`config.mk`:
```
export PLATFORM = sky130hd
export DESIGN_NAME = sine_voice_scheduler
export DESIGN_NICKNAME = d
export VERILOG_FILES = /design/src/rtl/vitasound_dds_pkg.sv /design/src/rtl/dds_voice_regs.sv /design/src/rtl/sine_voice_scheduler.sv
export SDC_FILE = /design/constraint.sdc
export NUM_CORES = 2
export LEC_CHECK = 0
export CORE_ASPECT_RATIO = 0.7
export CORE_MARGIN = 2
export CORE_UTILIZATION = 35
export DETAILED_ROUTE_END_ITERATION = 6
export HOLD_SLACK_MARGIN = 0.05
export PLACE_DENSITY = 0.5
export SLEW_MARGIN = 30
export SYNTH_ARGS = -nofsm -noshare
export SYNTH_HDL_FRONTEND = slang
export SYNTH_SLANG_ARGS = --single-unit
```
`constraint.sdc`:
```
create_clock -name CLK -period 4 [get_ports CLK]
set_input_delay 0.6 -clock CLK [delete_from_list [all_inputs] [get_ports CLK]]
set_output_delay 0.6 -clock CLK [all_outputs]
set_load 0.03 [all_outputs]
```
`src/rtl/vitasound_dds_pkg.sv`:
```
// Shared types and helpers for the time-multiplexed DDS voice scheduler.
package vitasound_dds_pkg;

    typedef enum logic [1:0] {IDLE, ISSUE, DRAIN, DONE} dds_state_e;

    localparam int PHASE_W = 32;
    localparam int SMP_MID = 128;

    // Right-aligns the quadrant and angle fields; callers keep the low n+2 bits.
    function automatic logic [PHASE_W-1:0] phase_field(input logic [PHASE_W-1:0] ph, input int n);
        return ph >> (PHASE_W - 2 - n);
    endfunction

endpackage

```
`src/rtl/dds_voice_regs.sv`:
```
// Per-voice phase/increment/gate storage with a config write port and an issue port.
module dds_voice_regs
    import vitasound_dds_pkg::*;
#(
    parameter int VOICES = 8,
    parameter int VW     = 3
) (
    input  logic               CLK,
    input  logic               RESET,
    input  logic               wr_en,
    input  logic [VW-1:0]      wr_voice,
    input  logic [PHASE_W-1:0] wr_inc,
    input  logic               wr_gate,
    input  logic               iss_en,
    input  logic [VW-1:0]      iss_voice,
    output logic [PHASE_W-1:0] iss_phase,
    output logic               iss_gate
);

    logic [VOICES-1:0][PHASE_W-1:0] phase;
    logic [VOICES-1:0][PHASE_W-1:0] inc;
    logic [VOICES-1:0]              gate;

    assign iss_phase = phase[iss_voice];
    assign iss_gate  = gate[iss_voice];

    // The issue reads the pre-write inc/gate; a 0->1 gate write can only
    // coincide with a non-advancing issue, so the clear never races an add.
    always_ff @(posedge CLK) begin
        if (RESET) begin
            phase <= '0;
            inc   <= '0;
            gate  <= '0;
        end else begin
            for (int v = 0; v < VOICES; v++) begin
                if (iss_en && iss_voice == VW'(v) && gate[v])
                    phase[v] <= phase[v] + inc[v];
                if (wr_en && wr_voice == VW'(v)) begin
                    inc[v]  <= wr_inc;
                    gate[v] <= wr_gate;
                    if (wr_gate && !gate[v])
                        phase[v] <= '0;
                end
            end
        end
    end

endmodule

```
`src/rtl/sine_voice_scheduler.sv`:
```
// Walks all voices once per sample tick through one shared sine lookup and
// sums the returned samples into a signed per-frame mix.
module sine_voice_scheduler
    import vitasound_dds_pkg::*;
#(
    parameter int VOICES = 8,
    parameter int N      = 7,
    parameter int SMP_W  = 8,
    parameter int VW     = $clog2(VOICES)
) (
    input  logic                CLK,
    input  logic                RESET,
    input  logic                SAMPLE_TICK,
    input  logic                cfg_we,
    input  logic [VW-1:0]       cfg_voice,
    input  logic [31:0]         cfg_inc,
    input  logic                cfg_gate,
    output logic [1:0]          tab_quadrant,
    output logic [N-1:0]        tab_angle,
    output logic                tab_req,
    input  logic [SMP_W-1:0]    tab_data,
    output logic [SMP_W+VW-1:0] mix_out,
    output logic                mix_valid,
    output logic                busy,
    output logic                overrun
);

    localparam int AW  = SMP_W + VW;
    localparam int MID = 1 << (SMP_W - 1);

    dds_state_e            state;
    logic [VW-1:0]         vidx;
    logic signed [AW-1:0]  acc;
    logic [1:0]            vld_pipe;
    logic                  start, iss_en, iss_gate;
    logic [VW-1:0]         iss_voice;
    logic [PHASE_W-1:0]    iss_phase;
    logic signed [AW-1:0]  smp_s, contrib;

    assign start     = SAMPLE_TICK && (state == IDLE || state == DONE);
    assign iss_en    = start || (state == ISSUE && vidx != VW'(VOICES - 1));
    assign iss_voice = start ? '0 : vidx + 1'b1;

    dds_voice_regs #(.VOICES(VOICES), .VW(VW)) u_regs (
        .CLK       (CLK),
        .RESET     (RESET),
        .wr_en     (cfg_we),
        .wr_voice  (cfg_voice),
        .wr_inc    (cfg_inc),
        .wr_gate   (cfg_gate),
        .iss_en    (iss_en),
        .iss_voice (iss_voice),
        .iss_phase (iss_phase),
        .iss_gate  (iss_gate)
    );

    // vld_pipe[1] marks a table result in this cycle from a voice gated at issue.
    assign smp_s   = AW'($signed({1'b0, tab_data})) - AW'(MID);
    assign contrib = vld_pipe[1] ? smp_s : '0;

    always_ff @(posedge CLK) begin
        if (RESET) begin
            state        <= IDLE;
            vidx         <= '0;
            acc          <= '0;
            vld_pipe     <= '0;
            tab_req      <= 1'b0;
            tab_quadrant <= '0;
            tab_angle    <= '0;
            mix_out      <= '0;
            mix_valid    <= 1'b0;
            busy         <= 1'b0;
            overrun      <= 1'b0;
        end else begin
            tab_req   <= iss_en;
            vld_pipe  <= {vld_pipe[0], iss_en & iss_gate};
            if (iss_en)
                {tab_quadrant, tab_angle} <= (N + 2)'(phase_field(iss_phase, N));
            mix_valid <= 1'b0;
            overrun   <= SAMPLE_TICK && !(state == IDLE || state == DONE);
            acc       <= acc + contrib;
            unique case (state)
                IDLE, DONE: begin
                    state <= IDLE;
                    if (start) begin
                        state <= ISSUE;
                        vidx  <= '0;
                        acc   <= '0;
                        busy  <= 1'b1;
                    end
                end
                ISSUE: begin
                    if (vidx == VW'(VOICES - 1))
                        state <= DRAIN;
                    else
                        vidx <= vidx + 1'b1;
                end
                DRAIN: begin
                    mix_out   <= acc + contrib;
                    mix_valid <= 1'b1;
                    busy      <= 1'b0;
                    state     <= DONE;
                end
                default: state <= IDLE;
            endcase
        end
    end

endmodule

```
After elaboration in Yosys (flattened, before gate mapping)

Cells that the tools add are included.
Widths: inputs -> output; s select.

Flip-flop bits (word level): 562
Bits of input ports: 48
Output and inout bits: 24
Word-level logic and storage cells: 165

Add/subtract/negate cells: 11
Order comparisons: 1
Eq/ne operators: 22
Mux-type cells: 41
Bitwise operators: 1
Reductions and logical operators: 54

Operator list:

| operator            | number |
|---|---|
| $mux 32             | 25 |
| $add 32x32->32      | 8 |
| $bmux 32 s3         | 1 |
| $logic_and 1x1->1   | 35 |
| $mux 11             | 3 |
| $eq 3x3->1 const B  | 9 |
| $eq 3x2->1 const B  | 4 |
| $add 11x11->11      | 1 |
| $logic_not 1->1     | 9 |
| $mux 3              | 3 |
| $sub 8x8->9 const B | 1 |
| $eq 3x1->1 const B  | 2 |
| $logic_not 3->1     | 2 |
| $pmux 2 s3          | 1 |
| $pmux 3 s2          | 1 |
| $eq 2x2->1 const B  | 2 |
| $lt 3x4->1 const B  | 1 |
| $mux 1              | 4 |
| $ne 2x2->1 const B  | 2 |
| $reduce_bool 2->1   | 2 |
| $add 3x1->3 const B | 1 |
| $bmux 1 s3          | 1 |
| $ne 3x3->1 const B  | 1 |
| $reduce_and 3->1    | 1 |
| 9 further kinds     | 10 |

Longest topological paths before layout

Word-level depth: 10
Depth in mapped cells: 12
Depth with buffers taken out: 12

By module

From an unflattened synthesis, not the netlist that was laid out.

Cell total of the unflattened synthesis: 4459
Area total of the unflattened synthesis: 34913.5 um^2

Modules (own cells, without submodules):

| module               | times used | cells each | area an instance (um^2) | seq. area each (um^2) |
|---|---|---|---|---|
| dds_voice_regs       | 1          | 4214       | 32839.0                 | 10410.0 |
| sine_voice_scheduler | 1          | 245        | 2074.5                  | 840.8 |

Worst setup path after synthesis

OpenSTA, ideal clock, no wires.

Kind: input -> register
Start point: in tab_data[0]
End point: reg mix_out[10]
Library setup time: 0.086 ns
Arrival time: 2.793 ns
Required time: 3.914 ns
Slack: 1.122 ns
Cell stages on the path: 12
Buffers on the path: 0
Cells stage by stage: and2_1 > ha_1 > fa_1 > a21oi_1 > nor2_1 > nor2_1 > nor2b_1 > o21a_1 > o41ai_1 > o21ai_0 > xnor2_1 > a211oi_1

Word-level cells in the longest chain between the ends: 3

RTL lines:

| item                 | RTL line                   | RTL |
|---|---|---|
| start, declared      | sine_voice_scheduler.sv:21 | `input logic [SMP_W-1:0] tab_data,` |
| $sub 8x8->9          | sine_voice_scheduler.sv:58 | `assign smp_s = AW'($signed({1'b0, tab_data})) - AW'(MID);` |
| $mux 11              | sine_voice_scheduler.sv:59 | `assign contrib = vld_pipe[1] ? smp_s : '0;` |
| $add 11x11->11       | sine_voice_scheduler.sv:99 | `mix_out <= acc + contrib;` |
| end signal, assigned | sine_voice_scheduler.sv:99 |  |
| end, declared        | sine_voice_scheduler.sv:22 | `output logic [SMP_W+VW-1:0] mix_out,` |

No other way between the ends.
A chain may end at the register's enable or synchronous reset.

Final worst setup path

Start point: reg vidx[0]
End point: reg u_regs.phase[188] (netlist bit)

Word-level cells in the longest chain between the ends: 8
Elaborated cells between the ends (all ways): 11
Classes of those cells: 1 x add/sub; 2 x eq/ne; 4 x mux; 4 x reduce/logical

RTL lines:

| item                                                  | RTL line                                               | RTL |
|---|---|---|
| start, declared                                       | sine_voice_scheduler.sv:32                             | `logic [VW-1:0] vidx;` |
| start signal, assigned                                | sine_voice_scheduler.sv:96                             | `vidx <= vidx + 1'b1;` |
| $add 3x1->3 / $ne 3x3->1 (equally long branches)      | sine_voice_scheduler.sv:42, sine_voice_scheduler.sv:41 |  |
| $mux 3 / $logic_and 1x1->1 (equally long branches)    | sine_voice_scheduler.sv:42, sine_voice_scheduler.sv:41 |  |
| $eq 3x3->1 / $logic_or 1x1->1 (equally long branches) | dds_voice_regs.sv:36, sine_voice_scheduler.sv:41       |  |
| $logic_and 1x1->1 (*) (2 in series)                   | dds_voice_regs.sv:36                                   | `if (iss_en && iss_voice == VW'(v) && gate[v])` |
| $mux 32 (*)                                           | dds_voice_regs.sv:36                                   |  |
| $mux 32                                               | dds_voice_regs.sv:41                                   | `if (wr_gate && !gate[v])` |
| $mux 32 (*)                                           | dds_voice_regs.sv:38                                   | `if (wr_en && wr_voice == VW'(v)) begin` |
| end signal, assigned by index                         | dds_voice_regs.sv:37                                   | `phase[v] <= phase[v] + inc[v];` |
| end, declared                                         | dds_voice_regs.sv:20                                   | `logic [VOICES-1:0][PHASE_W-1:0] phase;` |

Mark *: on every way between the ends. The rest lies on a longest branch, timed or not.

==> impl_metrics.py <==
metrics = {
    "critical_path": {
        "reg2reg_depth": 7,
        "critPathMaxFanout": 13,
        "worstSetupPathType": "reg -> reg",
        "endpoint_kind": "flip-flop",
        "critPathSlowestCell": "nand4_1",
        "cp.required_ns": 4.61,
        "cp_num_cells": 7,
        "startpoint_type": "flip-flop",
        "cp_cell_sequence": "ha_1, buf_4, nor3_1, nand4_1, nor2_1, a32oi_1, nand2_1",
        "cpPeakStageDelay_ns": 0.73,
        "path_buf_inv": 1,
        "cpLargestDelayFamily": "simple AND/OR/NAND/NOR gates",
        "arrival_ns": 4.19,
    },
    "pwr": {
        "power.net_switching_w": 0.003761,
        "vdd_drop_max_mv": 0.3632,
        "p_total_w": 0.01343,
        "intPower_w": 0.009664,
        "p_per_area_nw_per_um2": 360.5,
        "seq_power_share": 0.433,
        "p_leak_nw": 15.01,
        "comb_power_share": 0.117,
        "p_sw_frac": 0.2802,
        "clkPwrFrac": 0.450,
    },
    "yosys": {
        "synth_nets": 4657,
        "netlist_instances": 4338,
        "syn_area_sq_um": 33270,
        "ys.flop_type": "dfxtp_1",
        "synth_edf_count": 0,
        "yosys-top-cells-area": "dfxtp_1, nand2_1, a21oi_1",
        "synth_most_common_cell": "nand2_1",
        "synth-async-reset-ratio": 0,
        "synth_cell_types": 86,
        "synth_warnings": 0,
        "synth.largest_area_cell": "dfxtp_1",
        "synth_sequential_area_ratio": 0.3382,
        "syn_area_per_cell_sq_um": 7.669,
        "netlist_top_cells_count": "nand2_1, a21oi_1, dfxtp_1, ha_1, clkbuf_1",
        "synth.top_cell.area_share": 0.3382,
        "ys_ff_latch": 562,
    },
    "floorplanning": {
        "core-area_sq_um": 94090,
        "core.rowCount": 94,
        "io_pins": 72,
        "initial_utilization": 0.3536,
        "die_y_microns": 262.0,
        "die-area_sq_um": 97580,
        "die_x_microns": 372.5,
    },
    "clocking": {
        "cts_root_buffer": "clkbuf_16",
        "htreeDepth": 2,
        "cts_tree": "done",
        "clkSlewWorstSetupHoldPaths_ns": 0.07,
        "holdBufCountCts": 0,
        "cts_buffers": 60,
        "clkLatencyLatePin_ns": 0.67,
        "clockBufferDepth": 3,
        "postCtsSetupBuffers": 0,
        "clock-sinks": 562,
        "postCtsResizedCells": 0,
    },
    "hold_path": {
        "hp-class": "in -> reg",
        "hold_depth": 2,
    },
    "sta": {
        "fmax_mhz": 279.4,
        "worst_slack_ns": 0.4205,
        "rsz0062_at_grt": "no",
        "holdWs_ns": 0.3714,
        "min_period_ns": 3.580,
        "slew_headroom": 0.2777,
        "finalHoldViolations": 0,
        "finalMaxSlewViolations": 0,
        "final.setup.tns_ns": 0,
        "tightest_slew_ns": 1.080,
        "setup-violations-final": 0,
        "skew_ns": 0.03743,
        "period_share": 0.8949,
    },
    "global_route": {
        "grt_pass1_wl_mm": 172.0,
        "grt_overflow": 0,
        "grt_util_all_layers": 0.2270,
        "antenna_found_initial": 9,
        "grt_max_degree": 137,
        "grt_pass1_vias": 28118,
    },
    "finish": {
        "nNetsFinal": 4617,
        "area_growth_pct": 11.93,
        "drive_gt1_frac": 0.05866,
    },
    "route": {
        "wl_mm": 112.0,
        "vias": 30511,
        "drtIter0Drc": 2686,
        "postRouteAntennaNets": 0,
        "firstDrtPassIters": 6,
        "wl_per_cell_microns": 20.00,
        "drc": 0,
        "vias_per_cell": 5.450,
    },
    "status": {
        "status": "complete, no violations",
    },
    "place": {
        "routabilityCongestion": 0.9406,
        "dp_slack_ns": 0.2976,
        "dp_hpwl_mm": 77.73,
        "io_buffers": 71,
    },
    "flow_run": {
        "cap_violations": 0,
    },
}
==> cell usage in the layout (no fill, tap or decap), drive strengths merged, types with 13 or more instances in the layout <==
cell              n
xnor2           137
a31oi            37
ha              262
inv              72
or3              17
o21ai           146
o31ai            16
nand3           102
mux2i            30
a21oi           674
o21a             27
o21bai           42
xor2             70
or4              13
buf              96
nand2          1032
nor3             48
and2             23
nor3b            21
a21o            136
a211oi           52
nand4            39
clkdlybuf4s50    62
nor2b            20
nor2            205
and3             39
clkbuf           84
nand2b           21
a22o             13
a221oi           18
dfxtp           562
clkinv           13
o211ai           24
==> cells by family after synthesis <==
kind of cell               share of synthesized area
adders and majority gates                     0.1039
and+or+nand+nor                               0.2069
DFF                                           0.3382
AOI/OAI and AO/OA                             0.2437
buffers and inverters                        0.04099
muxes                                        0.01173
xor gates and xnor gates                     0.05449
==> through the flow <==
step / cells / utilization / cell area [sq um]
floorplan: 4338 / - / 33270
CTS: 5595 / 0.3957 / 37230
global route: 5595 / 0.3957 / 37230
finish: 5598 / 0.3958 / 37240
global placement: 5484 / 0.3736 / 35160
detailed placement: 5484 / 0.3733 / 35120
==> worst paths after layout <==
check                            to         from  slack, ns
setup / recovery  u_regs.phase[188]      vidx[0]       0.42
hold / removal      u_regs.inc[250]        RESET       0.37
setup reg to reg  u_regs.phase[188]      vidx[0]       0.42
hold reg to reg         vld_pipe[1]  vld_pipe[0]       0.45
==> worst register-to-register path: stages, from the launching register on <==
cell,delay [ns]
dfxtp_1,0.32
ha_1,0.53
buf_4,0.29
nor3_1,0.71
nand4_1,0.73
nor2_1,0.67
a32oi_1,0.18
nand2_1,0.09
==> layout make-up <==
type	count	area [sq um]
flip-flops and latches	562	11250
fillers	9857	56850
clock inverters	27	317.8
diodes	3	7.507
well taps	1248	1562
clock buffers	84	1794
repair buffers	158	1341
inverters	71	266.5
multi-input cells	3445	20700
==> flip-flops by register name, summed over array words and instances, names as in the netlist <==
signal / flops
mix_out: 11
u_regs.gate: 8
vld_pipe: 2
busy: 1
mix_valid: 1
tab_angle: 7
tab_quadrant: 2
vidx: 3
u_regs.inc: 256
state: 2
u_regs.phase: 256
acc: 11
tab_req: 1
overrun: 1
==> per-layer routing <==
layer	vias up	global-route usage	routed length (microns)
met3	112	0.05135	8976
met2	858	0.2993	40980
met4	12	0.05656	2478
li1	15192	-	-
met1	14337	0.3587	59290
met5	-	0.01587	259
==> power groups by stage <==
stage / sequential [W] / combinational (W) / clock, W
after floorplan: 0.00597 / 0.000821 / 0
after global placement: 0.00593 / 0.00153 / 0
after detailed placement: 0.00593 / 0.00152 / 0
after CTS: 0.00580 / 0.00153 / 0.00619
after global routing: 0.00582 / 0.00167 / 0.00642
final: 0.00581 / 0.00157 / 0.00604
No activity file was read; power rests on OpenSTA's default activity.
